**config.mk**
```make
export PLATFORM = sky130hd
export DESIGN_NAME = mac_group_scheduler
export DESIGN_NICKNAME = d
export VERILOG_FILES = /design/src/rtl/mac_group_scheduler_pkg.sv /design/src/rtl/mac_valid_delay.sv /design/src/rtl/mac_group_scheduler.sv
export SDC_FILE = /design/constraint.sdc
export NUM_CORES = 1
export LEC_CHECK = 0
export BUFFER_PORTS_ARGS = -buffer_cell sky130_fd_sc_hd__buf_2
export CAP_MARGIN = 20
export CORE_MARGIN = 5
export CORE_UTILIZATION = 55
export DETAILED_ROUTE_END_ITERATION = 6
export GPL_ROUTABILITY_DRIVEN = 0
export MAX_ROUTING_LAYER = met4
export PLACE_DENSITY = 0.88
export REMOVE_ABC_BUFFERS = 1
export SLEW_MARGIN = 20
export SYNTH_ARGS = -nofsm -noshare
export SYNTH_HDL_FRONTEND = slang
export SYNTH_SLANG_ARGS = --single-unit
```
**constraint.sdc**
```tcl
create_clock -name clk -period 11.1 [get_ports clk]
set_clock_uncertainty 0.1 [all_clocks]
set_input_delay 1.665 -clock clk [delete_from_list [all_inputs] [get_ports clk]]
set_output_delay 1.665 -clock clk [all_outputs]
set_load 0.01 [all_outputs]
```
**src/rtl/mac_group_scheduler_pkg.sv**
```systemverilog
`default_nettype none
// ============================================================================
// Module : mac_group_scheduler_pkg
// Brief  : Shared state encoding and sizing constants for the MAC group
//          scheduler and the accumulator bank.
// Rev    : 1.0  initial release
// ============================================================================
package mac_group_scheduler_pkg;

  localparam int MG_LANES = 16;  // multiplier lanes in the group
  localparam int MG_DW    = 8;   // signed sample/weight width
  localparam int ACC_W    = 32;  // lane accumulator width in the accumulator bank

  typedef enum logic [2:0] {
    IDLE   = 3'd0,
    LOAD_W = 3'd1,
    STREAM = 3'd2,
    DRAIN  = 3'd3,
    DONE   = 3'd4
  } state_t;

endpackage
`default_nettype wire

```
**src/rtl/mac_valid_delay.sv**
```systemverilog
`default_nettype none
// ============================================================================
// Module : mac_valid_delay
// Brief  : DEPTH-stage shift register for sideband flags ({valid, last}),
//          used to align control strobes with the multiplier group products.
// Rev    : 1.0  initial release
// ============================================================================
module mac_valid_delay
  import mac_group_scheduler_pkg::*;
#(
  parameter int DEPTH = 1,
  parameter int WIDTH = 2
) (
  input  logic             clk,
  input  logic             rst,
  input  logic [WIDTH-1:0] din,
  output logic [WIDTH-1:0] dout
);

  logic [DEPTH-1:0][WIDTH-1:0] stage;

  generate
    if (DEPTH == 1) begin : g_single
      // Single register stage.
      always_ff @(posedge clk or posedge rst) begin
        if (rst) stage <= '0;
        else     stage <= din;
      end
    end else begin : g_chain
      // Shift new flags into stage 0, oldest flags leave from the top stage.
      always_ff @(posedge clk or posedge rst) begin
        if (rst) stage <= '0;
        else     stage <= {stage[DEPTH-2:0], din};
      end
    end
  endgenerate

  assign dout = stage[DEPTH-1];

endmodule
`default_nettype wire

```
**src/rtl/mac_group_scheduler.sv**
```systemverilog
`default_nettype none
// ============================================================================
// Module : mac_group_scheduler
// Brief  : Sequences one dot-product job: serial weight load into 16 lanes,
//          stall-tolerant sample streaming into the multiplier group, and
//          clear/enable/last strobes aligned to the product latency.
// Rev    : 1.0  initial release
// ============================================================================
module mac_group_scheduler
  import mac_group_scheduler_pkg::*;
#(
  parameter int LANES   = MG_LANES,
  parameter int DW      = MG_DW,
  parameter int LEN_W   = 16,
  parameter int MUL_LAT = 1
) (
  input  logic                clk,
  input  logic                rst,
  input  logic                cfg_start,
  input  logic [LEN_W-1:0]    cfg_len,
  output logic                busy,
  output logic                done,
  input  logic                w_valid,
  output logic                w_ready,
  input  logic [DW-1:0]       w_data,
  input  logic                x_valid,
  output logic                x_ready,
  input  logic [DW-1:0]       x_data,
  output logic [LANES*DW-1:0] weights_o,
  output logic [DW-1:0]       mg_data_o,
  output logic                mg_valid_o,
  output logic                acc_clr,
  output logic                acc_en,
  output logic                acc_last
);

  localparam int WIDX_W = $clog2(LANES);
  localparam int DRN_W  = $clog2(MUL_LAT + 2);

  state_t             state;
  state_t             state_nxt;
  logic [LEN_W-1:0]   remaining;
  logic [WIDX_W-1:0]  widx;
  logic [DRN_W-1:0]   drain_cnt;
  logic               mg_last;
  logic               w_take;
  logic               x_take;
  logic               w_final;
  logic               x_final;

  // Handshakes are qualified by state directly so the FSM does not loop
  // through its own ready outputs.
  assign w_take  = w_valid && (state == LOAD_W);
  assign x_take  = x_valid && (state == STREAM) && (remaining != '0);
  assign w_final = w_take && (widx == WIDX_W'(LANES - 1));
  assign x_final = x_take && (remaining == LEN_W'(1));

  // State register.
  always_ff @(posedge clk or posedge rst) begin
    if (rst) state <= IDLE;
    else     state <= state_nxt;
  end

  // Next-state and handshake/status outputs.
  always_comb begin
    state_nxt = state;
    busy      = 1'b0;
    done      = 1'b0;
    w_ready   = 1'b0;
    x_ready   = 1'b0;
    case (state)
      IDLE: begin
        if (cfg_start) state_nxt = LOAD_W;
      end
      LOAD_W: begin
        busy    = 1'b1;
        w_ready = 1'b1;
        if (w_final) state_nxt = STREAM;
      end
      STREAM: begin
        busy    = 1'b1;
        x_ready = (remaining != '0);
        // A zero-length job spends exactly one cycle here.
        if ((remaining == '0) || x_final) state_nxt = DRAIN;
      end
      DRAIN: begin
        busy = 1'b1;
        // MUL_LAT+1 cycles lets the final product strobe leave the delay line.
        if (drain_cnt == DRN_W'(MUL_LAT)) state_nxt = DONE;
      end
      DONE: begin
        done      = 1'b1;
        state_nxt = IDLE;
      end
      default: state_nxt = IDLE;
    endcase
  end

  // Job length capture and per-sample countdown.
  always_ff @(posedge clk or posedge rst) begin
    if (rst)                             remaining <= '0;
    else if ((state == IDLE) && cfg_start) remaining <= cfg_len;
    else if (x_take)                     remaining <= remaining - 1'b1;
  end

  // Weight lane index and weight register file.
  always_ff @(posedge clk or posedge rst) begin
    if (rst) begin
      widx      <= '0;
      weights_o <= '0;
    end else if (state == IDLE) begin
      widx <= '0;
    end else if (w_take) begin
      widx                       <= widx + 1'b1;
      weights_o[widx*DW +: DW]   <= w_data;
    end
  end

  // Sample register toward the multiplier group; data holds across bubbles.
  always_ff @(posedge clk or posedge rst) begin
    if (rst) begin
      mg_data_o  <= '0;
      mg_valid_o <= 1'b0;
      mg_last    <= 1'b0;
    end else begin
      if (x_take) mg_data_o <= x_data;
      mg_valid_o <= x_take;
      mg_last    <= x_final;
    end
  end

  // Accumulator clear on the first STREAM cycle, after the final weight.
  always_ff @(posedge clk or posedge rst) begin
    if (rst) acc_clr <= 1'b0;
    else     acc_clr <= w_final;
  end

  // Drain cycle counter, idle at zero outside DRAIN.
  always_ff @(posedge clk or posedge rst) begin
    if (rst)                  drain_cnt <= '0;
    else if (state == DRAIN)  drain_cnt <= drain_cnt + 1'b1;
    else                      drain_cnt <= '0;
  end

  mac_valid_delay #(
    .DEPTH (MUL_LAT),
    .WIDTH (2)
  ) u_valid_delay (
    .clk  (clk),
    .rst  (rst),
    .din  ({mg_valid_o, mg_last}),
    .dout ({acc_en, acc_last})
  );

endmodule
`default_nettype wire

```
==> results.md <==
* Post CTS Setup Buffer Count at 0
* Final Hold Vio Count at 0
* Total Routing Usage GR at 24.28%
* Cell type of the slowest stage on the worst timing path: dfrtp_1
* H-tree depth at 4
* Worst hold path type: flip-flop to flip-flop
* Sequential cell fraction of total power at 40.1%
* Hold bufs inserted after CTS at 0
* Estimated wirelength of the detail-placed design at 13000 um
* Internal power contribution at 1.513 mW
* Standard cell core area at 13240 sq um
* Max-slew headroom at the worst pin at 37.59%
* Clk sink count at 166
* Fraction of the cycle the final worst path needs at 36.24%
* Sum of routed wire length over all layers at between 15000 and 20000 um
* Syn Area/Cell at ~11 sq um
* Share of power burned in the clock network at 26.3%
* Final instance count without filler cells at between 1k and 1.5k
* Cell variety after synth at 50
* CP Data Required Time at 9340 ps
* Count of nets left with antenna violations after detail routing at 0
* Area of the die at 15910 sq um
* I/O pin total at 181
* Area delta synth->final at 22.54%
* Root buffer cell: clkbuf_16
* Combinational group share of total power at 33.6%
* Clock edge transition at the registers on the reported setup and hold paths at roughly 60 ps
* Net count of the finished layout at 877
* Std-Cell Rows at 42
* CP Launch Type: flip-flop
* Drc violations at 0
* Gate count after technology mapping at 660
* Power per cell area at 260.6 nW/um^2
* Number of failing setup endpoints in the final timing report at 0
* Post-cts resize count at 0
* Die height at 126.1 um
* Count of routing violations after the opening detailed-route iteration at about 350
* Wire length of the first global-routing pass at 29620 um
* Post-DR vias/cell at roughly 5.5
* Number of vias in the routed layout at 5592
* Number of warnings reported in the yosys synthesis log at 0
* Min cycle time layout at 4023 ps
* Element type at the critical path end: output pin
* Clock latency on the worst-skew pair at 420 ps
* Synth Register Bits at 166
* CTS tree: yes
* Initial core utilization at 56.00%
* Arrival @ worst endpoint at 2260 ps
* Floorplan die width at around 130 um
* Switch share at between 30 and 40%
* Status: complete, no violations
* Leakage component of the power at 4.818 nW
* Maximum root-to-sink buffer count at 2
* Final Slew Violations at 0
* Sequential cell area fraction in the yosys report at between 50% and 60%
* Routed wire length per instance at around 18 um
* Antenna violations before repair at 1
* Post-synth design cell area at 7416 sq um
* Worst setup path category: flip-flop to output pin
* Vias in the first global route at 5551
* Post-route setup TNS at 0 ps
* Slew at the pin closest to its max-slew limit at about 930 ps
* Max-Cap Viols at 0
* Top fanout value on the critical path at 5
* Chain of cells forming the critical path: inv_1 -> ha_1 -> nor3b_1 -> nand4_1 -> and3_1 -> buf_2
* Global route overflow at 0
* Max incr delay on CP at 440 ps
* Maximum number of pins on one net before global-route repair at 86
* Peak supply drop at 0.1242 mV
* Highest Clock Rate at approximately 250 MHz
* Reported net switching power at around 0.86 mW
* Number of cells after detailed placement at 990
* TritonCTS Buffers at 17
* Unrepaired setup endpoints after global routing: no
* Fraction of layout instances using a drive strength above 1 at between 30 and 40%
* Count of input and output buffers at 180
* Number of optimization iterations in the first detailed-route pass at 5
## logic make-up (layout without fill, tap and decap cells)
kind of cell / after synthesis / after routing / share of synthesized area, %
simple gates: 241 / 241 / 16.40
flops: 166 / 166 / 56.01
mux: 110 / 110 / 16.75
buf+inv: 68 / 254 / 3.661
compound gates: 59 / 59 / 4.927
xor+xnor: 9 / 9 / 1.063
fa+ha+maj: 7 / 7 / 1.181
other cells: 0 / 1 / 0
## power by group through the flow
stage               clock, mW  sequential [mW]  combinational [mW]
floorplan                   0             1.01               0.402
global placement            0            0.948               0.763
detailed placement          0            0.956               0.789
CTS                     0.629            0.948               0.796
global route            0.655            0.978               0.872
finish                  0.622            0.951               0.795
## cells in the final DEF, fill, tap and decap left out, drive strengths merged, types with 3 or more instances in the layout
| cell | Yosys | routed |
|---|---|---|
| xnor2 | 7 | 7 |
| buf | 9 | 183 |
| nand4 | 6 | 6 |
| nor2 | 30 | 30 |
| bufinv | 0 | 3 |
| nor3 | 14 | 14 |
| and2 | 23 | 23 |
| nor4 | 7 | 7 |
| o211ai | 3 | 3 |
| clkinv | 0 | 4 |
| inv | 39 | 42 |
| clkbuf | 20 | 20 |
| o21ai | 30 | 30 |
| ha | 7 | 7 |
| nor2b | 5 | 5 |
| dfrtp | 166 | 166 |
| and3 | 25 | 25 |
| mux2 | 89 | 89 |
| mux2i | 21 | 21 |
| or4 | 3 | 3 |
| a21oi | 4 | 4 |
| nand3 | 21 | 21 |
| a211oi | 4 | 4 |
| nand2 | 93 | 93 |
| or3 | 5 | 5 |
## cell type report
cell class	count	area (sq um)
Clock inverter	12	166.4
Clock buffer	20	466.7
Inverter	39	151.4
Antenna cell	1	2.502
Timing Repair Buffer	183	927.1
Tap cell	176	220.2
Sequential cell	166	4154
Fill cell	998	4155
Multi-Input combinational cell	426	2999
## worst max-delay path: cells and delay by family, from the launching register on
kind / cells / cell delay (ps)
and+or+nand+nor: 3 / 960
adders and majority gates: 1 / 190
buffers and inverters: 2 / 250
DFF: 1 / 440
## registers in the layout (all words and copies together), names as in the netlist
| signal | cells |
|---|---|
| u_valid_delay.dout | 2 |
| mg_valid_o | 1 |
| weights_o | 128 |
| drain_cnt | 2 |
| remaining | 16 |
| state | 3 |
| acc_clr | 1 |
| widx | 4 |
| mg_last | 1 |
| mg_data_o | 8 |
## through the flow
stage	total power [mW]	util, %	instance area, sq um	hold WS, ps	worst slack (ps)
finish	2.368	68.62	9087	256.7	7077
global route	2.505	68.62	9087	263.7	6937
CTS	2.373	68.51	9072	259.9	7063
detailed placement	1.745	63.73	8439	236.5	7290
global placement	1.711	63.73	8439	244.4	7340
floorplan	1.410	-	7291	231.2	4845
## worst paths after layout
| path | slack [ps] | cells past startpoint | end | startpoint |
|---|---|---|---|---|
| worst max-delay path | 7080 | 6 | x_ready | remaining[0]$_DFFE_PP0P_ |
| worst min-delay path | 260 | 0 | u_valid_delay.dout[0]$_DFF_PP0_ | mg_last$_DFF_PP0_ |
| worst max register to register | 7520 | 6 | weights_o[60]$_DFFE_PP0P_ | widx[0]$_DFFE_PP0P_ |
| worst min register to register | 260 | 0 | u_valid_delay.dout[0]$_DFF_PP0_ | mg_last$_DFF_PP0_ |
| max in group asynchronous | 8450 | 3 | weights_o[6]$_DFFE_PP0P_ | rst |
| min in group asynchronous | 1290 | 2 | remaining[10]$_DFFE_PP0P_ | rst |
## metal layers
layer	track usage, %	vias to the layer above	wire, um
li1	-	2623	-
met1	30.81	2699	7716
met2	38.03	228	8834
met3	5.334	42	1385
met4	10.09	0	639
met5	-	-	0
## synthesized netlist by cell type, drive strengths merged
cell type | instances | area share, %
nor3 | 14 | 1.1
o311ai | 2 | 0.24
buf | 9 | 0.67
o211ai | 3 | 0.30
nand3 | 21 | 1.4
nand2b | 2 | 0.17
xnor2 | 7 | 0.83
o22ai | 1 | 0.084
a21oi | 4 | 0.27
and3b | 1 | 0.12
a41oi | 1 | 0.12
mux2i | 21 | 2.8
o41ai | 1 | 0.12
and4 | 2 | 0.24
a22o | 1 | 0.12
nor2 | 30 | 1.7
o21a | 2 | 0.20
a31oi | 2 | 0.17
and3 | 25 | 2.1
xor2 | 2 | 0.24
a211o | 2 | 0.24
o21ai | 30 | 2.0
dfrtp | 166 | 56
clkbuf | 20 | 1.0
nor4 | 7 | 0.76
nand4 | 6 | 0.51
or4 | 3 | 0.30
nor3b | 2 | 0.20
mux2 | 89 | 14
a21o | 2 | 0.20
inv | 39 | 2.0
nor2b | 5 | 0.42
nand2 | 93 | 4.7
nand4bb | 1 | 0.15
and2 | 23 | 1.9
or3 | 5 | 0.42
and4bb | 1 | 0.17
a211oi | 4 | 0.40
ha | 7 | 1.2
o2bb2ai | 1 | 0.12
o31ai | 2 | 0.20
o31a | 1 | 0.12
Note: power is estimated with default switching activity, not from simulation.
